--- src/rtl/sbox_layer_pkg.sv ---
// Shared definitions for the nibble S-box layer: lookup tables and FSM encoding.
package sbox_layer_pkg;

  // PRESENT forward S-box, entry i at bits [4*i+3:4*i].
  localparam logic [63:0] SBOX_FWD = 64'h21748FE3DA09B65C;

  // Inverse of the PRESENT S-box, entry i at bits [4*i+3:4*i].
  localparam logic [63:0] SBOX_INV = 64'hA970364BD21C8FE5;

  typedef enum logic [1:0] {
    ST_IDLE = 2'd0,
    ST_BUSY = 2'd1,
    ST_DONE = 2'd2
  } state_t;

endpackage

--- src/rtl/sbox4_lut.sv ---
// Single 4-bit S-box lookup, forward or inverse selected by mode.
module sbox4_lut
  import sbox_layer_pkg::*;
(
  input  logic       mode,
  input  logic [3:0] din,
  output logic [3:0] dout
);

  // Pure table lookup; mode 1 selects the inverse table.
  always_comb begin
    dout = SBOX_FWD[{din, 2'b00} +: 4];
    if (mode) begin
      dout = SBOX_INV[{din, 2'b00} +: 4];
    end
  end

endmodule

--- src/rtl/sbox_layer.sv ---
// Iterative S-box layer: substitutes LANES nibbles per cycle over STEPS cycles,
// with a valid/ready handshake on both sides.
module sbox_layer
  import sbox_layer_pkg::*;
#(
  parameter int NIBBLES = 16,
  parameter int LANES   = 4
) (
  input  logic                   clk,
  input  logic                   rst_n,
  input  logic                   in_valid,
  output logic                   in_ready,
  input  logic [4*NIBBLES-1:0]   in_data,
  input  logic                   in_mode,
  output logic                   out_valid,
  input  logic                   out_ready,
  output logic [4*NIBBLES-1:0]   out_data,
  output logic                   busy
);

  localparam int STEPS  = NIBBLES / LANES;
  localparam int STEP_W = (STEPS > 1) ? $clog2(STEPS) : 1;
  localparam logic [STEP_W-1:0] LAST_STEP = STEP_W'(STEPS - 1);

  state_t                state_q, state_d;
  logic [4*NIBBLES-1:0]  data_q, data_d;
  logic [STEP_W-1:0]     step_q, step_d;
  logic                  mode_q, mode_d;

  logic [4*LANES-1:0]    lane_in;
  logic [4*LANES-1:0]    lane_out;

  // Select the group of nibbles addressed by the current step.
  always_comb begin
    lane_in = '0;
    for (int s = 0; s < STEPS; s++) begin
      if (step_q == STEP_W'(s)) begin
        lane_in = data_q[s*4*LANES +: 4*LANES];
      end
    end
  end

  for (genvar l = 0; l < LANES; l++) begin : g_lane
    sbox4_lut u_lut (
      .mode (mode_q),
      .din  (lane_in[4*l +: 4]),
      .dout (lane_out[4*l +: 4])
    );
  end

  // Next-state logic: accept in IDLE, substitute one lane group per BUSY cycle,
  // hold the result in DONE until the consumer takes it.
  always_comb begin
    state_d = state_q;
    data_d  = data_q;
    step_d  = step_q;
    mode_d  = mode_q;
    unique case (state_q)
      ST_IDLE: begin
        if (in_valid) begin
          data_d  = in_data;
          mode_d  = in_mode;
          step_d  = '0;
          state_d = ST_BUSY;
        end
      end
      ST_BUSY: begin
        for (int s = 0; s < STEPS; s++) begin
          if (step_q == STEP_W'(s)) begin
            data_d[s*4*LANES +: 4*LANES] = lane_out;
          end
        end
        // The counter holds on the final step so it never wraps mid-word.
        if (step_q == LAST_STEP) begin
          state_d = ST_DONE;
        end else begin
          step_d = step_q + 1'b1;
        end
      end
      ST_DONE: begin
        if (out_ready) begin
          state_d = ST_IDLE;
        end
      end
      default: state_d = ST_IDLE;
    endcase
  end

  // State registers; reset discards any word in flight.
  always_ff @(posedge clk or negedge rst_n) begin
    if (!rst_n) begin
      state_q <= ST_IDLE;
      data_q  <= '0;
      step_q  <= '0;
      mode_q  <= 1'b0;
    end else begin
      state_q <= state_d;
      data_q  <= data_d;
      step_q  <= step_d;
      mode_q  <= mode_d;
    end
  end

  assign in_ready  = (state_q == ST_IDLE);
  assign out_valid = (state_q == ST_DONE);
  assign busy      = (state_q != ST_IDLE);
  assign out_data  = data_q;

endmodule

--- config.mk ---
export PLATFORM = sky130hd
export DESIGN_NAME = sbox_layer
export DESIGN_NICKNAME = d
export VERILOG_FILES = /design/src/rtl/sbox_layer_pkg.sv /design/src/rtl/sbox4_lut.sv /design/src/rtl/sbox_layer.sv
export SDC_FILE = /design/constraint.sdc
export NUM_CORES = 1
export LEC_CHECK = 0
export BUFFER_PORTS_ARGS = -buffer_cell sky130_fd_sc_hd__buf_2
export CORE_AREA = 2 2 96 98
export DETAILED_ROUTE_END_ITERATION = 10
export DIE_AREA = 0 0 98 100
export PLACE_DENSITY_LB_ADDON = 0.3
export RECOVER_POWER = 100
export SYNTH_ARGS = -nofsm -noshare
export SYNTH_HDL_FRONTEND = slang
export SYNTH_SLANG_ARGS = --single-unit
--- constraint.sdc ---
create_clock -name clk -period 5.2 [get_ports clk]
set_input_delay 0.26 -clock clk [delete_from_list [all_inputs] [get_ports clk]]
set_output_delay 0.26 -clock clk [all_outputs]
set_load 0.01 [all_outputs]
Word-level counts from Yosys, hierarchy flattened:

Cells that the tools add are included.
W data, S select, Z words.

* register bits: 69
* latch bits: 0
* RAM bits: 0
* ROM bits: 0
* input port bits: 69
* output and inout bits: 67
* memories kept: 0

* $add $sub $neg: 1
* multiply operators: 0
* divide/modulo/power cells: 0
* magnitude comparators: 0
* equal/unequal tests: 12
* shifts and indexed selects: 8
* mux-type cells: 21
* bitwise gates (word level): 0
* reduce and logical (&&, ||, !) cells: 11

Operators with widths (number)
* $shiftx A64 B7 Y4 const A: 8
* $mux W16: 8
* $pmux W64 S2: 1
* $mux W64: 1
* $reduce_and A3 Y1: 6
* $mux W4: 4
* $ne A2 B2 Y1 const B: 6
* $mux W2: 5
* $eq A2 B2 Y1 const B: 3
* $pmux W2 S3: 1
* $eq A2 B1 Y1 const B: 2
* $logic_not A2 Y1: 2
* $pmux W2 S2: 1
* $reduce_bool A2 Y1: 2
* $add A2 B1 Y2 const B: 1
* $ne A2 B1 Y1 const B: 1
* $reduce_and A2 Y1: 1

Longest topological paths before layout:

* depth after elaboration: 9
* gate-level depth with buffers: 15

By module:

A second synthesis with hierarchy kept.

* cells, all modules: 546
* area total of the unflattened synthesis: 5166.2 sq um

By module, submodules not included
* sbox_layer: instances 1, cells an instance 386, area each 3819.9 sq um, sequential area each 1726.7 sq um
* sbox4_lut: instances 4, cells an instance 40, area each 336.6 sq um, sequential area each 0.0 sq um

Least setup slack after synthesis:

Ideal clock, no wire load.

* path type: register to register
* start: register step_q[0]
* end: register data_q[0] (netlist: out_data[0])
* library setup time: 132 ps
* arrival time: 2662 ps
* data required time: 5068 ps
* slack: 2406 ps
* cell stages (with the launch flop): 12
* cell sequence: dfrtp_1 > inv_1 > ha_1 > or2b_4 > buf_6 > o221ai_1 > ha_1 > inv_1 > a2111oi_0 > a31o_2 > a221oi_2 > o21ai_1

* cells in the longest elaborated chain, start to end: 9
* elaborated cells between the ends (all ways): 15
* classes of those cells: eq/ne: 4; shift: 2; mux: 7; reduce/logical: 2

Ends and longest elaborated chain
* start, declared: line sbox_layer.sv:27 `logic [STEP_W-1:0] step_q, step_d;`
* start signal, assigned: line sbox_layer.sv:99 `step_q <= step_d;`
* $logic_not A2 Y1: line sbox_layer.sv:37, sbox_layer.sv:69
* $mux W16 (4 in a row): line sbox_layer.sv:37 `if (step_q == STEP_W'(s)) begin`
* $shiftx A64 B7 Y4 (on tied branches): line sbox4_lut.sv:12, sbox4_lut.sv:14
* $mux W4: line sbox4_lut.sv:13 `if (mode) begin`
* $mux W16: line sbox_layer.sv:69 `if (step_q == STEP_W'(s)) begin`
* $pmux W64 S2: line sbox_layer.sv:58 `unique case (state_q)`
* end signal, assigned: line sbox_layer.sv:98 `data_q <= data_d;`
* end, declared: line sbox_layer.sv:26 `logic [4*NIBBLES-1:0] data_q, data_d;`

Several ways; a longest one is shown, not always the timed one. The select of a mux whose other input is x is not followed.
A chain may end at the register's enable or synchronous reset.

Worst setup path after layout:

* start: register step_q[0]
* end: register data_q[30] (netlist: out_data[30])

* cells in the longest elaborated chain, start to end: 9
* elaborated cells between the ends (all ways): 15
* classes of those cells: eq/ne: 4; shift: 2; mux: 7; reduce/logical: 2

Ends and longest elaborated chain (line)
* $logic_not A2 Y1: sbox_layer.sv:37
* $mux W16 (4 in a row): sbox_layer.sv:37
* $shiftx A64 B7 Y4 (on tied branches): sbox4_lut.sv:12, sbox4_lut.sv:14
* $mux W4: sbox4_lut.sv:13
* $mux W16: sbox_layer.sv:69
* $pmux W64 S2: sbox_layer.sv:58

Several ways; a longest one is shown, not always the timed one. The select of a mux whose other input is x is not followed.

==> impl_metrics.csv <==
group,metric,value,unit
clock_network,postCtsResizedCells,0,
logic_synthesis,synth-seq-cells,69,
finish,regArea,0.00173,sq mm
global_routing,grt_overflow,0,
setup_path,reg2reg_depth,10,
setup_path,critical_path.max_fanout,12,
floorplanning,ios,136,
status,status,"finished, violations left",
setup_path,setup.worst_path.start,"step_q[0]",
placed_design,dpl.hpwl,11600,um
floorplanning,die-area,0.00980,sq mm
logic_synthesis,synth_cell_types,76,
status,violations,"max-capacitance violations, max-slew violations",
global_routing,grt_pass1_vias,4895,
logic_synthesis,synth.top_cell.area_share,34.5,%
setup_path,worstSetupEndpointType,"flip-flop",
timing,hold_viol,0,
finish,areaGrowthSynthToFinish,15.3,%
timing,setup_violations,0,
route,ant_nets,0,
finish,drive_above_1_share,17.1,%
setup_path,cp-start-kind,"flip-flop",
clock_network,cts_inserted_buffers,9,
timing,worst_slew_pin_slew,3700,ps
timing,max_freq,245,MHz
floorplanning,die_y,100,um
setup_path,crit_arrival,4300,ps
min_path,min_path_cells,2,
min_path,worstHoldStart,"in_mode",
floorplanning,die_w,98,um
route,wl_met1,6990,um
clock_network,cts_buffer_depth,2,
timing,tns,0,ps
clock_network,path_clk_slew,80,ps
setup_path,worstReg2RegStart,"step_q[0]",
logic_synthesis,synth_fp_nets,677,
logic_synthesis,avgSynthCellArea,8.75,sq um
timing,timing.slew.headroom,-147,%
placed_design,io_buffers,135,
route,dr_wl_met3,1830,um
logic_synthesis,synthFlopType,"dfrtp_1",
setup_path,crit_type,"flip-flop to flip-flop",
logic_synthesis,synth_area,0.00500,sq mm
finish,antenna_cells,0,
route,drt-wirelength-per-cell,21.2,um
clock_network,root_buffer,"clkbuf_8",
job,max_cap_violations,1,
clock_network,clock_latency,360,ps
logic_synthesis,async_flop_share,100,%
logic_synthesis,syn_inst,572,
finish,multi_input_area,0.00299,sq mm
clock_network,cts_tree,"done",
global_routing,grt_max_degree,70,
logic_synthesis,yosysTopAreaCell,"dfrtp_1",
logic_synthesis,yosysWarnings,0,
setup_path,crit_required,5410,ps
clock_network,cts.sinks,69,
placed_design,gp_congestion,0.950,
logic_synthesis,synth_edf_count,0,
finish,nets,796,
logic_synthesis,synthTopCellsByArea,"dfrtp_1 (35%), o21ai_0 (9.5%), ha_1 (9.0%)",
global_routing,grt_first_pass_wirelength,26400,um
global_routing,antenna_found_initial,0,
logic_synthesis,synth-seq-area-share,34.5,%
route,topRoutingLayerUsed,"met4",
global_routing,track_usage,34.4,%
floorplanning,coreArea,0.00889,sq mm
timing,skew,13.7,ps
floorplanning,initial_core_util,56.3,%
route,drt_iter0_drc,414,
route,firstDrtPassIters,5,
logic_synthesis,yosysMostFrequentCell,"o21ai_0",
logic_synthesis,yosys-top-cells-count,"o21ai_0 (95), dfrtp_1 (69), nand2_1 (53)",
min_path,hold_path_class,"primary input to flip-flop",
route,wirelength,17100,um
timing,rsz0062_at_grt,"no",
clock_network,hold_buffers,0,
timing,drv_slew,70,
route,wl_met2,7540,um
floorplanning,rows,35,
finish,fill_cells,826,
clock_network,cts_setup_buffers,0,
clock_network,htreeDepth,3,
route,via_count,5346,
route,drc,0,
route,vias_per_cell,6.62,
timing,finalCritPeriodShare,78.6,%
timing,period_minus_slack,4090,ps
## cell usage in the layout, fill, tap and decap left out, drive strengths merged, types with 4 or more instances in the layout
master | netlist | final
a211o | 4 | 4
a211oi | 5 | 5
a21o | 5 | 5
a21oi | 36 | 36
a221oi | 13 | 13
a31oi | 17 | 17
buf | 11 | 72
clkbuf | 21 | 81
dfrtp | 69 | 69
ha | 36 | 36
inv | 18 | 18
nand2 | 54 | 54
nand2b | 7 | 7
nand3 | 6 | 6
nor2 | 26 | 26
nor2b | 5 | 5
nor3 | 13 | 13
nor4 | 4 | 4
o211ai | 6 | 6
o21ai | 104 | 104
o22ai | 15 | 15
o31ai | 6 | 6
or2 | 7 | 7
or3 | 24 | 24
xnor2 | 4 | 4
## through the flow
step | util [%] | setup WS, ps | area (sq um) | instances | hold slack, ps
final | 64.9 | 1110 | 5770 | 807 | 138
after CTS | 66.4 | 1770 | 5900 | 807 | 131
after global placement | 64.0 | 1910 | 5690 | 791 | 500
after detailed placement | 64.0 | 1760 | 5690 | 791 | 500
after floorplan | - | 2410 | 5000 | 572 | -35.6
after global routing | 64.9 | 759 | 5770 | 807 | 145
## state kept, by name, indices dropped and copies added, names as in the netlist
register / flops
step_q: 2
mode_q: 1
out_data: 64
state_q: 2
## logic make-up (layout without fill, tap and decap cells)
logic type,Yosys count,in the layout,share of synthesized area (%)
compound gates,246,246,32.8
xor+xnor,4,4,0.700
fa+ha+maj,36,36,9.00
buf+inv,51,175,5.05
flops,69,69,34.5
mux,6,6,1.28
simple gates,160,160,16.7
## per-layer routing
metal	vias to the layer above	global-route usage (%)
li1	2391	-
met1	2506	45.7
met2	385	54.5
met3	64	7.31
met4	0	15.2
met5	-	0
## layout make-up
class,count,area share [%]
timing repair buffer,140,10.8
multi-input combinational,452,51.9
inverter,19,1.24
tap,111,2.41
sequential,69,29.9
clock inverter,3,0.738
clock buffer,13,2.93
## critical path: stages (launching register included)
cell and delay, ps:
dfrtp_1 410, inv_1 120, ha_1 350, nor2b_1 1030
a221oi_1 350, nor2_1 410, inv_1 160, ha_1 220
a211o_1 250, a221oi_1 470, o21ai_0 170
## worst paths after layout
| kind | endpoint | slack [ps] |
|---|---|---|
| max | out_data[30] | 1110 |
| min | mode_q | 140 |
| max reg2reg | out_data[30] | 1110 |
| min reg2reg | out_data[46] | 520 |
| max in group asynchronous | step_q[1] | 1850 |
| min in group asynchronous | mode_q | 1280 |
Power is left out: the tool's default activity adds up to more than one toggle a clock period on the data nets, which glitch-free logic cannot reach.
